===== config.mk =====
export PLATFORM = sky130hd
export DESIGN_NAME = adder_sum_decomposer
export DESIGN_NICKNAME = d
export VERILOG_FILES = /design/src/rtl/adder_sum_decomposer.sv
export SDC_FILE = /design/constraint.sdc
export NUM_CORES = 1
export LEC_CHECK = 0
export CAP_MARGIN = 0
export CORE_MARGIN = 2
export CORE_UTILIZATION = 55
export CTS_CLUSTER_SIZE = 12
export DETAILED_ROUTE_END_ITERATION = 7
export GPL_ROUTABILITY_DRIVEN = 0
export GPL_TIMING_DRIVEN = 0
export HOLD_SLACK_MARGIN = 0.1
export PLACE_DENSITY_LB_ADDON = 0.15
export SETUP_SLACK_MARGIN = 0.15
export SYNTH_ARGS = -nofsm -noshare
export SYNTH_HDL_FRONTEND = slang
export SYNTH_SLANG_ARGS = --single-unit

===== constraint.sdc =====
create_clock -name clk -period 2.4 [get_ports clk]
set_input_delay 0.48 -clock clk [delete_from_list [all_inputs] [get_ports clk]]
set_output_delay 0.48 -clock clk [all_outputs]
set_load 0.05 [all_outputs]

===== src/rtl/adder_sum_decomposer.sv =====
// -----------------------------------------------------------------------------
// adder_sum_decomposer
//   Recovers the second operand of a registered WIDTH-bit adder from its
//   (WIDTH+1)-bit sum and first operand: op2 = sum - op1. Input beats arrive
//   over a valid/ready handshake. Each result is queued in a DEPTH-entry FIFO
//   together with a range-error flag. The flag is set when no op2 in
//   0..2^WIDTH-1 could have produced the given sum. A saturating counter
//   records how many accepted beats carried a range error.
//
// Ports
//   clk        in   1         clock, all state updates on the rising edge
//   reset      in   1         asynchronous, active-high reset
//   in_valid   in   1         input beat present
//   in_ready   out  1         block can accept a beat this cycle
//   in_sum     in   WIDTH+1   sum as produced by the adder
//   in_op1     in   WIDTH     first operand of that sum
//   out_valid  out  1         FIFO head holds a result
//   out_ready  in   1         downstream consumes the head this cycle
//   out_op2    out  WIDTH     recovered operand at the FIFO head (0 when empty)
//   out_err    out  1         range error flag at the FIFO head (0 when empty)
//   err_count  out  CNT_W     saturating count of accepted errored beats
// -----------------------------------------------------------------------------
module adder_sum_decomposer #(
    parameter int WIDTH = 8,
    parameter int DEPTH = 4,
    parameter int CNT_W = 16
) (
    input  logic             clk,
    input  logic             reset,
    input  logic             in_valid,
    output logic             in_ready,
    input  logic [WIDTH:0]   in_sum,
    input  logic [WIDTH-1:0] in_op1,
    output logic             out_valid,
    input  logic             out_ready,
    output logic [WIDTH-1:0] out_op2,
    output logic             out_err,
    output logic [CNT_W-1:0] err_count
);

    localparam int PTR_W = (DEPTH > 1) ? $clog2(DEPTH) : 1;
    localparam int OCC_W = $clog2(DEPTH) + 1;
    localparam logic [OCC_W-1:0] OCC_FULL = OCC_W'(DEPTH);

    // Each FIFO entry is {err, op2}.
    logic [WIDTH:0]   r_mem [DEPTH];
    logic [PTR_W-1:0] r_wr_ptr;
    logic [PTR_W-1:0] r_rd_ptr;
    logic [OCC_W-1:0] r_occ;
    logic [CNT_W-1:0] r_err_count;

    logic [WIDTH+1:0] w_diff;
    logic             w_err;
    logic             w_push;
    logic             w_pop;
    logic [WIDTH:0]   w_head;

    // The subtraction is two bits wider than the operand.
    // Bit WIDTH+1 is the borrow, meaning sum < op1.
    // Bit WIDTH means the difference is at least 2^WIDTH.
    // Either bit means no valid op2 exists for this pair.
    assign w_diff = {1'b0, in_sum} - {2'b0, in_op1};
    assign w_err  = w_diff[WIDTH+1] | w_diff[WIDTH];

    // Handshake flags depend only on registered occupancy.
    // This keeps in_ready free of any path from out_ready.
    // As a result, a full FIFO refuses a push even in a cycle where it pops.
    assign in_ready  = (r_occ != OCC_FULL);
    assign out_valid = (r_occ != '0);
    assign w_push    = in_valid & in_ready;
    assign w_pop     = out_valid & out_ready;

    assign w_head    = r_mem[r_rd_ptr];
    assign out_op2   = out_valid ? w_head[WIDTH-1:0] : '0;
    assign out_err   = out_valid ? w_head[WIDTH]     : 1'b0;
    assign err_count = r_err_count;

    // Storage: only the entry under the write pointer is written.
    // Errored beats are stored with their wrapped low bits, not clamped.
    always_ff @(posedge clk or posedge reset) begin
        if (reset) begin
            for (int i = 0; i < DEPTH; i++) begin
                r_mem[i] <= '0;
            end
        end else if (w_push) begin
            r_mem[r_wr_ptr] <= {w_err, w_diff[WIDTH-1:0]};
        end
    end

    // Pointers wrap naturally because DEPTH is a power of two.
    // Occupancy is tracked separately, so full and empty are unambiguous.
    always_ff @(posedge clk or posedge reset) begin
        if (reset) begin
            r_wr_ptr <= '0;
            r_rd_ptr <= '0;
            r_occ    <= '0;
        end else begin
            if (w_push) begin
                r_wr_ptr <= r_wr_ptr + PTR_W'(1);
            end
            if (w_pop) begin
                r_rd_ptr <= r_rd_ptr + PTR_W'(1);
            end
            case ({w_push, w_pop})
                2'b10:   r_occ <= r_occ + OCC_W'(1);
                2'b01:   r_occ <= r_occ - OCC_W'(1);
                default: r_occ <= r_occ;
            endcase
        end
    end

    // The error count is taken at accept time and sticks at all-ones.
    always_ff @(posedge clk or posedge reset) begin
        if (reset) begin
            r_err_count <= '0;
        end else if (w_push && w_err && (r_err_count != {CNT_W{1'b1}})) begin
            r_err_count <= r_err_count + CNT_W'(1);
        end
    end

endmodule

==> results.cfg, run 1 <==
[worst_setup_path]
worst-path-max-fanout = 5
arrival_ns = 1.74
path_buf_inv = 2
slowest_stage = mux4_2
cp_slowest_stage_delay_ns = 0.53
setup.worst_path.class = flop to output pin
startpoint_type = flop
critPathCaptureType = output pin
crit_family = multiplexers
worst_ep_required_time_ns = 1.92
path_cells = buf_8 -> mux4_2 -> and2_4 -> buf_6

[cts]
cts_buffers = 9
root_buffer = clkbuf_8
cts_hold_buf = 0
cts_tree = done
cts_sinks = 59
cts_buffer_depth = 2
cts-htree-levels = 3
clk_pin_slew_ns = 0.07
worstSkewPairLatency_ns = 0.34

[global_route]
grt-ovfl-total = 0
grt_max_degree = 40
grt_pass1_wl_mm = 12.22
antenna_found_initial = 0
grt_pass1_vias = 2530
grtUsageTotal_pct = 24.92

[yosys]
yosys.area.top_type_share_pct = 44.60
synth_nets = 339
ys.flop_type = dfrtp_1
yosys.area.top_type = dfrtp_1
synthTopCellsByCount = dfrtp_1, nand2_1, o21ai_0
synth_cells = 302
syn_area_um2 = 3311
seq_area_frac_synth_pct = 44.60
yosysMostFrequentCell = dfrtp_1
syn_area_per_cell_um2 = 10.96
async_reset_ff_share_pct = 100.0
ys_seq_elements = 59
synthTopCellsByArea = dfrtp_1, mux4_2, ha_1
ys_warn_count = 0
synth_edf_count = 0
synthDistinctLibCells = 51

[final_layout]
antenna_cells = 0
drive_gt1_share_pct = 34.18
area_delta_synth_final_pct = 37.49
instances_no_fill = 467
fillers = 371
nets = 424
final_util_pct = 77.34
stdcell_area_um2 = 4552

[floorplanning]
row_count = 28
design.die.area_um2 = 6656
ios = 48
core_area_um2 = 5886
die_h_um = 81.59
start_util_pct = 56.25
die_w_um = 81.59

[timing]
max_freq_mhz = 449.5
slew_headroom_pct = 63.89
min_period_over_period_pct = 92.70
finalWorstSetupSlack_ns = 0.1752
finalCriticalPeriod_ns = 2.225
rsz0062_at_grt = yes
drv_slew = 0
tightest_slew_ns = 0.5405
setup_viol_count_final = 0
finClkSkew_ns = 0.005519
hold_viol_final = 0

[drt]
drtPass1Iterations = 5
drt_iter0_drc = 143
ant_nets = 0
wirelength_mm = 7.624
drc = 0
wl_per_cell_um = 16.33
vias_per_cell = 5.615
vias = 2622

[power_and_ir_drop]
power_density_nw_per_um2 = 1250
p_leak_nw = 2.039
vdd_drop_max_v = 0.0008870

[place]
io_buffers = 47
post-place-ws_ns = -0.6867
dpl.hpwl_mm = 4.715
postPlaceCellArea_um2 = 3963
placed_cells = 425

[run]
cap_violations = 0

[run_status]
status = completed

[worst_hold_path]
hp-class = input pin to async pin
## logic make-up (layout without fill, tap and decap cells)
kind of cell | count (synthesis) | count (layout) | share of synthesized area, %
DFF | 59 | 59 | 44.60
AOI/OAI and AO/OA | 47 | 47 | 9.071
and+or+nand+nor | 98 | 99 | 16.48
buffers and inverters | 26 | 115 | 3.250
muxes | 31 | 31 | 13.27
adders and majority gates | 16 | 16 | 6.500
xor gates and xnor gates | 25 | 25 | 6.841
## per-stage QoR
stage	power [mW]	setup TNS, ns	hold WS, ns
global route	6.014	0	0.4903
CTS	5.447	0	0.4796
global placement	4.319	-52.77	0.4575
floorplan	3.619	0	0.4446
detailed placement	4.399	-18.69	0.4653
finish	5.688	0	0.4739
## report_power, final
part / switching (mW) / internal [mW] / leakage, nW
registers: 0.264 / 1.41 / 0.732
clock network: 0.398 / 0.502 / 0.0991
logic: 1.71 / 1.41 / 1.21
## layout make-up
type	count	area [um2]	area share (%)
multi-input combinational	218	1939	42.61
sequential	59	1478	32.46
timing repair buffer	73	711.9	15.64
clock buffer	11	141.4	3.106
tap	75	93.84	2.062
inverter	17	75.07	1.649
buffer	9	60.06	1.319
clock inverter	5	52.55	1.154
## final timing paths
kind | from | end | slack [ns] | cells past startpoint
max | r_rd_ptr[0] | out_err | 0.18 | 4
min | reset | r_mem[29] | 0.47 | 2
max reg2reg | r_occ[0] | r_mem[11] | 0.34 | 8
min reg2reg | r_mem[29] | r_mem[29] | 0.48 | 2
max in group asynchronous | reset | r_rd_ptr[0] | 1.36 | 3
min in group clk | r_mem[29] | r_mem[29] | 0.48 | 2
## repair_timing
item / 4_1_cts / 5_1_grt
buffers inserted: 16 / 7
setup endpoints to repair: 42 / 44
resized for setup: 114 / 46
pin swaps: 25 / 19
hold endpoints to repair: 0 / 0
cloned: 3 / 0
## routing by layer
| layer | share of wire [%] | track usage (%) |
|---|---|---|
| met2 | 51 | 41.72 |
| met4 | 1.3 | 6.833 |
| met3 | 3.6 | 6.374 |
| met1 | 44 | 32.36 |
| met5 | 0 | 0 |
## registers in the layout (all words and copies together), names as in the netlist
register   count
r_mem         36
err_count     16
r_rd_ptr       2
r_wr_ptr       2
r_occ          3
## cell usage in the layout, fill, tap and decap left out, types with 4 or more instances in the layout
| master | n |
|---|---|
| clkbuf_8 | 10 |
| xnor2_1 | 10 |
| mux2i_1 | 9 |
| o21a_1 | 4 |
| clkbuf_1 | 5 |
| nand3_1 | 8 |
| and2_4 | 4 |
| dlygate4sd2_1 | 4 |
| inv_2 | 8 |
| dfrtp_1 | 58 |
| clkdlybuf4s50_1 | 20 |
| and2_1 | 7 |
| nand2_1 | 29 |
| inv_1 | 7 |
| nor2_1 | 17 |
| mux2_2 | 12 |
| o21ai_0 | 26 |
| ha_1 | 7 |
| mux4_2 | 9 |
| o211ai_1 | 4 |
| clkbuf_2 | 7 |
| xor2_1 | 14 |
| ha_4 | 7 |
| nor2_4 | 4 |
| buf_4 | 21 |
| buf_6 | 12 |
(Power assumes the default switching activity.)
==> inputs of run 2 (changes only) <==
- SKIP_CTS_REPAIR_TIMING: default -> 1
- SLEW_MARGIN: default -> 25
==> results.cfg, run 2 (synthesis gave the netlist of run 1 again) <==
[timing]
rsz0062_at_grt = yes
max_freq_mhz = 435.3
setup_viol_count_final = 0
slew_headroom_pct = 64.30
hold_viol_final = 0
fin_setup_tns_ns = 0
tightest_slew_ns = 0.5343
finalCriticalPeriod_ns = 2.297
min_period_over_period_pct = 95.72
finClkSkew_ns = 0.007402
drv_slew = 0

[worst_setup_path]
crit_family = multiplexers
arrival_ns = 1.82
worst-path-max-fanout = 5
worst_ep_required_time_ns = 1.92
path_buf_inv = 2
worstRegToRegCells = 8
critPathCaptureType = output pin
startpoint = r_rd_ptr[0]
slowest_stage = mux4_2
startpoint_type = flop
r2r_slack_ns = 0.35
path_cells = buf_12 -> mux4_2 -> and2_1 -> clkbuf_2
setup.worst_path.class = flop to output pin
r2r-start = r_occ[0]
cp_slowest_stage_delay_ns = 0.50
reg2reg_to = r_mem[26]

[run]
cap_violations = 0

[global_route]
grt-ovfl-total = 0
grt_max_degree = 49
use_met1_pct = 29.87
grt_use_met2_pct = 34.18
grtUsageTotal_pct = 21.44
top_usage_layer = met2
grt_pass1_vias = 2266
antenna_found_initial = 0
use_met3_pct = 3.846
grt_pass1_wl_mm = 10.76

[final_layout]
final_cell_mix = dfrtp_1, nand2_1, o21ai_0, clkdlybuf4s50_1, nor2_1
final_common_cell = dfrtp_1
drive_gt1_share_pct = 30.29
final_util_pct = 76.17
nets = 415
area_delta_synth_final_pct = 35.41
regMostFlops = r_mem
antenna_cells = 0
fillers = 397
stdcell_area_um2 = 4483
instances_no_fill = 458
largest_register_ffs = 36

[cts]
cts_buffer_depth = 2
root_buffer = clkbuf_8
cts_buffers = 9
clk_pin_slew_ns = 0.07
cts_tree = done
cts_sinks = 59
cts-htree-levels = 3
worstSkewPairLatency_ns = 0.33

[floorplanning]
die_w_um = 81.59
ios = 48
design.die.area_um2 = 6656
core_area_um2 = 5886
start_util_pct = 56.25
die_h_um = 81.59
row_count = 28

[power_and_ir_drop]
vdd_drop_max_v = 0.0009222
p_leak_nw = 2.058
power_density_nw_per_um2 = 1206

[place]
dpl.hpwl_mm = 4.732
placed_cells = 425
postPlaceCellArea_um2 = 3973
io_buffers = 47

[run_status]
status = completed

[worst_hold_path]
hp-class = input pin to async pin

[drt]
drtPass1Iterations = 5
wl_per_cell_um = 16.03
vias = 2510
vias_per_cell = 5.480
wirelength_mm = 7.341
drt_iter0_drc = 183
drc = 0
ant_nets = 0
[run 2: report_power, final]
part           switching [mW]  internal (mW)  leakage (nW)  total, mW
logic                    1.68           1.24          1.24       2.92
registers               0.265           1.41         0.732       1.67
clock network           0.390          0.428        0.0884      0.818
total                    2.33           3.07          2.06       5.41
[run 2: layer usage]
layer | routed length, um | share of wire (%) | vias to the layer above
met4 | 88 | 1.2 | 0
met5 | 0 | 0 | -
met2 | 3674 | 50 | 59
li1 | - | - | 1200
met3 | 236 | 3.2 | 7
met1 | 3341 | 46 | 1244
[run 2: worst max path at each step]
stage,end,depth (start not counted)
global placement,err_count[1],11
CTS,out_op2[4],4
finish,out_op2[4],4
global route,out_op2[4],4
floorplan,err_count[1],10
detailed placement,err_count[1],11
[run 2: through the flow]
step	hold slack, ns	worst slack, ns	power [mW]
final	0.4107	0.1028	5.407
after global routing	0.4257	0.06507	5.725
after CTS	0.4106	-0.5817	5.231
after detailed placement	0.4683	-0.6867	4.399
after global placement	0.4575	-0.6863	4.319
after floorplan	0.4446	0.09463	3.619
[run 2: worst reg2reg max path, cell delays in order, from the launching register on]
cell and delay [ns]:
dfrtp_1 0.41, inv_1 0.12, nand3_2 0.09, and2_1 0.20
buf_2 0.20, nand2_1 0.33, clkbuf_1 0.41, nand2_1 0.12
o21ai_0 0.08
[run 2: area by class of cell]
class                      instances  area (um2)  share of cell area, %
inverter                          17       77.57                  1.730
sequential                        59        1478                  32.96
timing repair buffer              65       664.4                  14.82
buffer                             9       63.81                  1.423
clock buffer                      12       155.1                  3.461
tap                               75       93.84                  2.093
clock inverter                     4       25.02                 0.5582
multi-input combinational        217        1926                  42.95
